--- config.mk ---
export PLATFORM = sky130hd
export DESIGN_NAME = kernel_bram_load_read_ctrl
export DESIGN_NICKNAME = d
export VERILOG_FILES = /design/src/rtl/kernel_bram_load_read_ctrl.sv
export SDC_FILE = /design/constraint.sdc
export NUM_CORES = 1
export LEC_CHECK = 0
export ABC_CLOCK_PERIOD_IN_PS = 2800
export CORE_MARGIN = 10
export CORE_UTILIZATION = 38
export CTS_CLUSTER_SIZE = 14
export DETAILED_ROUTE_END_ITERATION = 8
export GPL_TIMING_DRIVEN = 0
export PLACE_DENSITY = 0.6
export SLEW_MARGIN = 25
export SYNTH_ARGS = -nofsm -noshare
export SYNTH_HDL_FRONTEND = slang
export SYNTH_SLANG_ARGS = --single-unit
--- constraint.sdc ---
create_clock -name clk -period 2.8 [get_ports clk]
set_input_delay 0.56 -clock clk [delete_from_list [all_inputs] [get_ports clk]]
set_output_delay 0.56 -clock clk [all_outputs]
set_load 0.01 [all_outputs]
--- src/rtl/kernel_bram_load_read_ctrl.sv ---
// ----------------------------------------------------------------------------
// kernel_bram_load_read_ctrl
//
// Sequencer for the 256x144 kernel BRAM used by Conv2d. Port A is written,
// port B is read, and the BRAM has a 1-cycle read latency.
//   LOAD : packs 9 KERNEL_WIDTH-bit weights from the stream into one BRAM word
//          (weight 0 in the low bits) and writes it through port A.
//   READ : issues one port B read per consumer request at addresses 0..N-1 and
//          marks the cycle in which doutb holds that kernel with kernel_valid.
//
// Optional build macro: KERNEL_TLAST_CHECK_EN
//   defined   : load_err is a sticky framing error. It is set when tlast does
//               not mark exactly the last weight of the last kernel, and it is
//               cleared by load_start. Loading continues regardless.
//   undefined : s_axis_tlast is ignored and load_err stays 0.
//
// Ports
//   clk, rst_n          clock, asynchronous active-low reset
//   cfg_num_kernels     kernel count (0..2**ADDR_WIDTH), latched at a start
//   load_start/rd_start one-cycle start pulses, honoured only when idle
//   s_axis_*            weight stream (tready is high only while loading)
//   rd_req              consumer request for the next kernel
//   *_kernel_BRAM, kernel_BRAM_*   BRAM enables, addresses and write data
//   kernel_valid/idx    BRAM read data valid and the index of that kernel
//   load_done/rd_done   one-cycle completion pulses
//   busy                controller is not idle
//   load_err            sticky stream-framing error
// All outputs are registered.
// ----------------------------------------------------------------------------
module kernel_bram_load_read_ctrl #(
  parameter int KERNEL_WIDTH = 16,
  parameter int ADDR_WIDTH   = 8
) (
  input  logic                      clk,
  input  logic                      rst_n,
  input  logic [ADDR_WIDTH:0]       cfg_num_kernels,
  input  logic                      load_start,
  input  logic                      rd_start,
  input  logic [KERNEL_WIDTH-1:0]   s_axis_tdata,
  input  logic                      s_axis_tvalid,
  output logic                      s_axis_tready,
  input  logic                      s_axis_tlast,
  input  logic                      rd_req,
  output logic                      ena_kernel_BRAM,
  output logic                      wea_kernel_BRAM,
  output logic [ADDR_WIDTH-1:0]     kernel_BRAM_addra,
  output logic [9*KERNEL_WIDTH-1:0] kernel_BRAM_dina,
  output logic                      enb_kernel_BRAM,
  output logic [ADDR_WIDTH-1:0]     kernel_BRAM_addrb,
  output logic                      kernel_valid,
  output logic [ADDR_WIDTH-1:0]     kernel_idx,
  output logic                      load_done,
  output logic                      rd_done,
  output logic                      busy,
  output logic                      load_err
);

  typedef enum logic [1:0] {ST_IDLE = 2'd0, ST_LOAD = 2'd1, ST_READ = 2'd2} state_t;

  localparam logic [ADDR_WIDTH:0] CNT_ZERO  = {(ADDR_WIDTH+1){1'b0}};
  localparam logic [ADDR_WIDTH:0] CNT_ONE   = {{ADDR_WIDTH{1'b0}}, 1'b1};
  localparam logic [3:0]          LAST_SLOT = 4'd8;

`ifdef KERNEL_TLAST_CHECK_EN
  localparam logic TLAST_CHECK = 1'b1;
`else
  localparam logic TLAST_CHECK = 1'b0;
`endif

  state_t                    state_r, state_nxt_s;
  logic [3:0]                wcnt_r;        // weight slot within current kernel
  logic [ADDR_WIDTH:0]       kcnt_r;        // kernels written so far
  logic [ADDR_WIDTH:0]       rd_ptr_r;      // reads issued so far
  logic [ADDR_WIDTH:0]       num_r;         // latched kernel count
  logic [8*KERNEL_WIDTH-1:0] pack_r;        // weights 0..7; weight 8 goes straight to dina

  logic                      tready_r, busy_r, ena_r, enb_r, kvalid_r;
  logic                      load_done_r, rd_done_r, load_err_r;
  logic [ADDR_WIDTH-1:0]     addra_r, addrb_r, kidx_r;
  logic [9*KERNEL_WIDTH-1:0] dina_r;

  logic start_load_s, start_rd_s, cfg_zero_s, hs_s, word_done_s, last_kernel_s;
  logic rd_issue_s, rd_return_s, rd_last_s, err_set_s;
  logic tready_nxt_s, busy_nxt_s, load_done_nxt_s, rd_done_nxt_s, load_err_nxt_s;

  // A simultaneous rd_start is dropped when load_start is also present.
  assign start_load_s  = (state_r == ST_IDLE) & load_start;
  assign start_rd_s    = (state_r == ST_IDLE) & rd_start & ~load_start;
  assign cfg_zero_s    = (cfg_num_kernels == CNT_ZERO);
  assign hs_s          = (state_r == ST_LOAD) & tready_r & s_axis_tvalid;
  assign word_done_s   = hs_s & (wcnt_r == LAST_SLOT);
  assign last_kernel_s = ((kcnt_r + CNT_ONE) == num_r);
  assign rd_issue_s    = (state_r == ST_READ) & rd_req & (rd_ptr_r != num_r);
  // The read issued last cycle returns now; it is the final one once all N are out.
  assign rd_return_s   = (state_r == ST_READ) & enb_r;
  assign rd_last_s     = rd_return_s & (rd_ptr_r == num_r);
  assign err_set_s     = TLAST_CHECK & hs_s &
                         (s_axis_tlast != ((wcnt_r == LAST_SLOT) & last_kernel_s));

  // State register.
  always_ff @(posedge clk or negedge rst_n) begin
    if (!rst_n) begin
      state_r <= ST_IDLE;
    end else begin
      state_r <= state_nxt_s;
    end
  end

  // Next-state decode; a zero-length operation never leaves IDLE.
  always_comb begin
    state_nxt_s = state_r;
    case (state_r)
      ST_IDLE: begin
        if (start_load_s && !cfg_zero_s) begin
          state_nxt_s = ST_LOAD;
        end else if (start_rd_s && !cfg_zero_s) begin
          state_nxt_s = ST_READ;
        end else begin
          state_nxt_s = ST_IDLE;
        end
      end
      ST_LOAD: begin
        if (word_done_s && last_kernel_s) begin
          state_nxt_s = ST_IDLE;
        end else begin
          state_nxt_s = ST_LOAD;
        end
      end
      ST_READ: begin
        if (rd_last_s) begin
          state_nxt_s = ST_IDLE;
        end else begin
          state_nxt_s = ST_READ;
        end
      end
      default: state_nxt_s = ST_IDLE;
    endcase
  end

  // Next values of the registered status outputs.
  always_comb begin
    tready_nxt_s    = (state_nxt_s == ST_LOAD);
    busy_nxt_s      = (state_nxt_s != ST_IDLE);
    load_done_nxt_s = (start_load_s & cfg_zero_s) | (word_done_s & last_kernel_s);
    rd_done_nxt_s   = (start_rd_s & cfg_zero_s) | rd_last_s;
    if (start_load_s) begin
      load_err_nxt_s = 1'b0;
    end else if (err_set_s) begin
      load_err_nxt_s = 1'b1;
    end else begin
      load_err_nxt_s = load_err_r;
    end
  end

  // Counters, packing register and registered BRAM/status outputs.
  always_ff @(posedge clk or negedge rst_n) begin
    if (!rst_n) begin
      wcnt_r      <= 4'd0;
      kcnt_r      <= CNT_ZERO;
      rd_ptr_r    <= CNT_ZERO;
      num_r       <= CNT_ZERO;
      pack_r      <= {(8*KERNEL_WIDTH){1'b0}};
      tready_r    <= 1'b0;
      busy_r      <= 1'b0;
      ena_r       <= 1'b0;
      enb_r       <= 1'b0;
      kvalid_r    <= 1'b0;
      load_done_r <= 1'b0;
      rd_done_r   <= 1'b0;
      load_err_r  <= 1'b0;
      addra_r     <= {ADDR_WIDTH{1'b0}};
      addrb_r     <= {ADDR_WIDTH{1'b0}};
      kidx_r      <= {ADDR_WIDTH{1'b0}};
      dina_r      <= {(9*KERNEL_WIDTH){1'b0}};
    end else begin
      tready_r    <= tready_nxt_s;
      busy_r      <= busy_nxt_s;
      ena_r       <= word_done_s;
      enb_r       <= rd_issue_s;
      kvalid_r    <= rd_return_s;
      load_done_r <= load_done_nxt_s;
      rd_done_r   <= rd_done_nxt_s;
      load_err_r  <= load_err_nxt_s;
      if (start_load_s) begin
        wcnt_r <= 4'd0;
        kcnt_r <= CNT_ZERO;
        num_r  <= cfg_num_kernels;
      end else if (start_rd_s) begin
        rd_ptr_r <= CNT_ZERO;
        num_r    <= cfg_num_kernels;
      end else if (word_done_s) begin
        wcnt_r  <= 4'd0;
        kcnt_r  <= kcnt_r + CNT_ONE;
        addra_r <= kcnt_r[ADDR_WIDTH-1:0];
        dina_r  <= {s_axis_tdata, pack_r};
      end else if (hs_s) begin
        wcnt_r <= wcnt_r + 4'd1;
        pack_r[wcnt_r[2:0]*KERNEL_WIDTH +: KERNEL_WIDTH] <= s_axis_tdata;
      end
      if (rd_issue_s) begin
        addrb_r  <= rd_ptr_r[ADDR_WIDTH-1:0];
        rd_ptr_r <= rd_ptr_r + CNT_ONE;
      end
      if (rd_return_s) begin
        kidx_r <= addrb_r;
      end
    end
  end

  assign s_axis_tready     = tready_r;
  assign busy              = busy_r;
  assign ena_kernel_BRAM   = ena_r;
  assign wea_kernel_BRAM   = ena_r;
  assign kernel_BRAM_addra = addra_r;
  assign kernel_BRAM_dina  = dina_r;
  assign enb_kernel_BRAM   = enb_r;
  assign kernel_BRAM_addrb = addrb_r;
  assign kernel_valid      = kvalid_r;
  assign kernel_idx        = kidx_r;
  assign load_done         = load_done_r;
  assign rd_done           = rd_done_r;
  assign load_err          = load_err_r;

endmodule

==> out/results.ini, run 1 <==
[outcome]
status=finished, final reports clean

[synthesis]
ys_ff_latch=336
synth-compound-area-share=0.0459
synth_xor_area_frac=0.0128
ys_seq_area_frac=0.615
synth_ff_type=dfrtp_1
synth-simple-area-share=0.210
syn_nets=1380
synth_cells=1343
synth_top_family_by_area=simple AND/OR/NAND/NOR gates
synth_adder_area_share=0.00457
yosysTopAreaCellShare=0.615
syn_avg_cell_area_um2=10.2
synth_edf_count=0
muxShareOfSynthArea=0.0799
yosys_warnings=0
synthTopCellsByArea=dfrtp_1 (61%), nand2_1 (16%), mux2_2 (7.3%)
synth_top_area_cell=dfrtp_1
synthDistinctLibCells=62
async_reset_ff_frac=1.00
syn_area_um2=13700

[timing]
drv_slew=0
max_slew_margin=0.386
fin_crit_ns=2.61
finalHoldViolCount=0
fin_ws_ns=0.190
setup_viol=0
clock.fmax_mhz=383
tightest_slew_ns=0.914
period_share=0.932
rsz0062_at_grt=yes
fin_skew_ns=0.0175

[global_routing]
antenna_found_initial=0
grt_start_max_net_pins=87
track_usage=0.175
grt_pass1_wl_mm=61.0
grt-ovfl-total=0
grt_pass1_vias=10400

[critical_path]
crit_required_ns=3.19
cp_max_fo=10
critPathCaptureType=flip-flop
timing.rr.end=pack_r[93]$_DFFE_PN0P_
r2r-start=wcnt_r[0]$_DFFE_PN0P_
arrival_ns=3.00
rr_worst_depth=10
ff2ff_setup_slack_ns=0.19
crit_type=flip-flop to flip-flop
setup.worst_path.start_class=flip-flop

[cts]
cts_max_path_buffers=3
root_buffer=clkbuf_16
numCtsBuffers=38
clk_latency_ns=0.51
path_clk_slew_ns=0.06
htreeDepth=2
cts.sinks=336
cts_tree=yes

[drt]
antenna_left=0
routedWlPerCell_um=18.6
drtIter0Drc=602
drc=0
vias_per_cell=4.87
routed_wirelength_mm=38.6
dr.pass1.iters=5
vias=10100

[die]
start_util=0.385
fp.coreArea_um2=35600
fp.dieW_um=210
io_pins=209
fp.dieH_um=210
dieArea_um2=44000
rows=69

[worst_hold_path]
hold_path.class=input port to flip-flop
hold_path_depth=3
min_from=s_axis_tdata[5]
whs_endpoint=kernel_BRAM_dina[133]$_DFFE_PN0P_

[finish]
mostFrequentLayoutCell=nand2_1
drive_gt1_frac=0.146
fillers=3307
layout_common_cells=nand2_1 (597), dfrtp_1 (336), clkdlybuf4s50_1 (197)
multi_input_area_um2=4840
area_delta_synth_final_pct=29.3
seq_area_um2=8410
final_cells=2074
fin_nets=1625
antenna_cells=0

[place]
dp_hpwl_mm=26.8
gp_congestion=0.864
port_buffers=198
dp.cells=2006
place_ws_ns=-0.590

[power_and_ir_drop]
p_leak_uw=0.00888
ir_drop_mv=0.386
powerDensity_nw_per_um2=744

[job]
maxCapViolCount=0

layer usage:
layer	GRT usage	up-vias	share of wire
li1	-	4831	-
met2	0.287	226	0.47
met3	0.0472	54	0.064
met4	0.0397	0	0.018
met1	0.227	4988	0.44
met5	0	-	0
worst max-delay path by stage:
| stage | start | end |
|---|---|---|
| 2_1_floorplan | wcnt_r[0]$_DFFE_PN0P_ | pack_r[93]$_DFFE_PN0P_ |
| 3_3_place_gp | rst_n | kernel_BRAM_addra[2]$_DFFE_PN0P_ |
| 3_5_place_dp | s_axis_tvalid | kernel_BRAM_dina[32]$_DFFE_PN0P_ |
| 4_1_cts | wcnt_r[0]$_DFFE_PN0P_ | kernel_BRAM_dina[90]$_DFFE_PN0P_ |
| 5_1_grt | wcnt_r[0]$_DFFE_PN0P_ | pack_r[95]$_DFFE_PN0P_ |
| 6_report | wcnt_r[0]$_DFFE_PN0P_ | pack_r[93]$_DFFE_PN0P_ |
registers in the layout, summed over array words and instances, names as in the netlist:
signal / flops
busy: 1
ena_kernel_BRAM: 1
enb_kernel_BRAM: 1
kcnt_r: 9
kernel_BRAM_addra: 8
kernel_BRAM_addrb: 8
kernel_BRAM_dina: 144
kernel_idx: 8
kernel_valid: 1
load_done: 1
num_r: 9
pack_r: 128
rd_done: 1
rd_ptr_r: 9
s_axis_tready: 1
state_r: 2
wcnt_r: 4
critical path, cell delays in order, from the launching register on:
cell      delay [ns]
dfrtp_1         0.34
buf_2           0.23
inv_1           0.10
ha_1            0.31
clkbuf_1        0.46
nand2_1         0.14
or2_2           0.30
clkbuf_1        0.21
buf_2           0.25
nand2_1         0.08
nand2_1         0.06
final cells by class:
cell class,count,share of cell area
Buffer,80,0.0236
Clock buffer,55,0.0655
Clock inverter,10,0.00736
Inverter,8,0.00184
Multi-Input combinational cell,918,0.273
Sequential cell,336,0.475
Tap cell,461,0.0326
Timing Repair Buffer,206,0.120
stage by stage:
stage / util / setup TNS, ns / area (um2) / hold slack [ns] / total power, uW
6_report: 0.497 / 0 / 17700 / 0.393 / 13200
2_1_floorplan: - / 0 / 13700 / 0.264 / 7370
5_1_grt: 0.497 / -0.0200 / 17700 / 0.393 / 13800
3_3_place_gp: 0.456 / -4630.86 / 16200 / 0.444 / 8080
4_1_cts: 0.497 / 0 / 17700 / 0.376 / 13300
3_5_place_dp: 0.460 / -62.24 / 16400 / 0.439 / 8170
synth_stat cells (5+ instances only):
library cell and number:
inv_1 7, a21oi_1 5, a31oi_1 6, dfrtp_1 336
xnor2_1 7, o21ai_2 8, nor3_1 7, buf_4 11
ha_1 5, nand2_1 597, clkbuf_1 27, o21ai_0 57
xor2_1 13, nand3_1 22, buf_2 29, nor2_1 25
and3_1 8, buf_1 10, mux2_2 89
kinds of logic after synthesis:
kind of cell | after synthesis
AOI/OAI and AO/OA | 101
and+or+nand+nor | 695
other | 1
DFF | 336
buffers and inverters | 89
muxes | 96
xor gates and xnor gates | 20
adders and majority gates | 5
power by group:
part | internal (uW) | leakage (uW) | total (uW) | switching (uW)
Clock | 3140 | 0.000632 | 5080 | 1940
Sequential | 5550 | 0.00462 | 6030 | 483
Combinational | 971 | 0.00363 | 2060 | 1090
what timing repair did:
item / 4_1_cts / 5_1_grt
resized for setup: 3 / 8
hold buffers: 1 / 0
pin swaps: 1 / 0
setup endpoints to repair: 131 / 190
buffers inserted: 3 / 0
endpoints found under the hold margin: 30 / 0
Power figures use the tool's default switching activity.
==> inputs of run 2 (changes only) <==
Settings changed: CORE_MARGIN 10 to 2, CORE_UTILIZATION 38 to 50, PLACE_DENSITY 0.6 to 0.75, REMOVE_ABC_BUFFERS set to 1.
==> run 2 against run 1 <==
  * The run now ends with negative hold slack left
  * Register-to-register slack worse by 0.03 ns
  * Final cell count down 9.0%
  * Final area down 2.2%
  * Worst setup slack worse by 0.026 ns
  * Routed wire length down 13%
  * Critical endpoint is now busy$_DFF_PN0_
==> out/results.ini, run 2 (synthesized netlist as in run 1, its figures left out) <==
[outcome]
status=finished with violations  ; was finished, final reports clean
violations=negative hold slack

[critical_path]
cp_max_fo=37  ; was 10
critPathCaptureType=flip-flop  ; unchanged
crit_type=flip-flop to flip-flop  ; unchanged
setup.worst_path.start_class=flip-flop  ; unchanged
rr_worst_depth=9  ; was 10
timing.rr.end=busy$_DFF_PN0_  ; was pack_r[93]$_DFFE_PN0P_
ff2ff_setup_slack_ns=0.16  ; was 0.19 ns
crit_required_ns=3.17  ; was 3.19 ns
worstPathCellList=inv_1 > ha_2 > and3b_4 > nand2_8 > buf_16 > inv_16 > o2111ai_1 > a2111oi_4 > a211oi_1  ; was buf_2 > inv_1 > ha_1 > clkbuf_1 > nand2_1 > or2_2 > clkbuf_1 > buf_2 > nand2_1 > nand2_1
arrival_ns=3.01  ; was 3.00 ns
cpPeakStageDelay_ns=0.59  ; was 0.46 ns
cp_slowest_cell=dfrtp_4  ; was clkbuf_1
r2r-start=wcnt_r[0]$_DFFE_PN0P_  ; unchanged

[timing]
max_slew_margin=0.363  ; was 0.386
period_share=0.941  ; was 0.932
rsz0062_at_grt=no  ; was yes
fin_crit_ns=2.64  ; was 2.61 ns
fin_ws_ns=0.164  ; was 0.190 ns
drv_slew=0  ; unchanged
finalHoldViolCount=3  ; was 0
clock.fmax_mhz=379  ; was 383 MHz
tightest_slew_ns=0.948  ; was 0.914 ns
setup_viol=0  ; unchanged
fin_skew_ns=0.0223  ; was 0.0175 ns
hold-worst-slack_ns=-0.00826  ; was 0.393 ns

[drt]
vias_per_cell=5.29  ; was 4.87
routed_wirelength_mm=33.4  ; was 38.6 mm
drc=0  ; unchanged
dr.pass1.iters=8  ; was 5
routedWlPerCell_um=17.7  ; was 18.6 um
vias=9983  ; was 10,100
antenna_left=0  ; unchanged
drtIter0Drc=813  ; was 602

[global_routing]
grt_start_max_net_pins=95  ; was 87
antenna_found_initial=0  ; unchanged
grt_pass1_wl_mm=53.2  ; was 61.0 mm
grt-ovfl-total=0  ; unchanged
grt_pass1_vias=9913  ; was 10,400
track_usage=0.235  ; was 0.175

[power_and_ir_drop]
p_leak_uw=0.00867  ; was 0.00888 uW
powerDensity_nw_per_um2=735  ; was 744 nW/um2
ir_drop_mv=0.430  ; was 0.386 mV
p_total_uw=12700  ; was 13,200 uW

[cts]
cts_tree=yes  ; unchanged
clk_latency_ns=0.52  ; was 0.51 ns
root_buffer=clkbuf_16  ; unchanged
path_clk_slew_ns=0.06  ; about the same
htreeDepth=2  ; unchanged
cts_max_path_buffers=3  ; unchanged
cts.sinks=336  ; unchanged
numCtsBuffers=37  ; was 38

[finish]
antenna_cells=0  ; unchanged
fillers=2146  ; was 3,307
seq_area_um2=8410  ; about the same
mostFrequentLayoutCell=nand2_1  ; unchanged
area_delta_synth_final_pct=26.5  ; was 29.3%
layout_common_cells=nand2_1 (597), dfrtp_1 (335), clkdlybuf4s50_1 (205)  ; was nand2_1 (597), dfrtp_1 (336), clkdlybuf4s50_1 (197)
fin_nets=1558  ; was 1,625
finalInstanceArea_um2=17300  ; was 17,700 um2
drive_gt1_frac=0.125  ; was 0.146
multi_input_area_um2=4910  ; was 4840 um2
largest_reg_flops=144  ; unchanged

[place]
dp_hpwl_mm=19.8  ; was 26.8 mm
gp_congestion=0.817  ; was 0.864
place_ws_ns=-1.00  ; was -0.590 ns
dpl_cell_area_um2=15900  ; was 16,400 um2
port_buffers=206  ; was 198

[job]
maxCapViolCount=0  ; unchanged

[worst_hold_path]
hold_path.class=input port to asynchronous set/reset pin  ; was input port to flip-flop

[die]
io_pins=209  ; unchanged
fp.dieW_um=169  ; was 210 um
dieArea_um2=28700  ; was 44,000 um2
fp.dieH_um=169  ; was 210 um
fp.coreArea_um2=26900  ; was 35,600 um2
rows=60  ; was 69
start_util=0.509  ; was 0.385

run 2: critical path: cells and delay by family (launching register included):
kind	cells	cell delay, ns
flip-flops	1	0.59
AND/OR/NAND/NOR	2	0.44
AO/OA/AOI/OAI	3	0.63
adder cells (fa/ha/maj)	1	0.24
buffers and inverters	3	0.55
run 2: layout make-up:
class                      instances  area share
timing repair buffer             218       0.135
timing repair inverter             1    0.000506
multi-input combinational        919       0.284
inverter                           8     0.00268
clock inverter                     8     0.00419
tap                              341      0.0247
sequential                       336       0.486
clock buffer                      57      0.0631
run 2: how the worst max path moves through the flow:
| stage | slack, ns | start | endpoint |
|---|---|---|---|
| 6_report | 0.16 | wcnt_r[0]$_DFFE_PN0P_ | busy$_DFF_PN0_ |
| 3_5_place_dp | -1.00 | wcnt_r[0]$_DFFE_PN0P_ | busy$_DFF_PN0_ |
| 3_3_place_gp | -13.21 | rst_n | pack_r[109]$_DFFE_PN0P_ |
| 5_1_grt | 0.02 | wcnt_r[0]$_DFFE_PN0P_ | busy$_DFF_PN0_ |
| 4_1_cts | -0.02 | wcnt_r[0]$_DFFE_PN0P_ | busy$_DFF_PN0_ |
| 2_1_floorplan | -2.35 | wcnt_r[0]$_DFFE_PN0P_ | busy$_DFF_PN0_ |
run 2: repair_timing:
action	4_1_cts	5_1_grt
endpoints found under the setup margin	294	40
hold buffers	0	0
pin swaps	2	2
buffers inserted	1	2
gates cloned	3	1
resized for setup	15	1
run 2: per-stage QoR:
stage	TNS [ns]	utilization	cells
after CTS	-0.0179	0.641	1885
after global routing	0	0.644	1888
after detailed placement	-142.39	0.593	1816
after floorplan	-288.32	-	1262
final	0	0.644	1888
after global placement	-5279.99	0.586	1809
run 2: per-layer routing:
| metal | GRT usage | vias to the layer above | routed length (um) |
|---|---|---|---|
| met5 | 0 | - | 0 |
| li1 | - | 4689 | - |
| met4 | 0.0669 | 0 | 898 |
| met1 | 0.325 | 4931 | 14600 |
| met2 | 0.384 | 302 | 15800 |
| met3 | 0.0434 | 61 | 2150 |
run 2: power breakdown:
| part | switching, uW | internal, uW |
|---|---|---|
| clock | 1890 | 2770 |
| sequential | 521 | 5550 |
| combinational | 1010 | 967 |
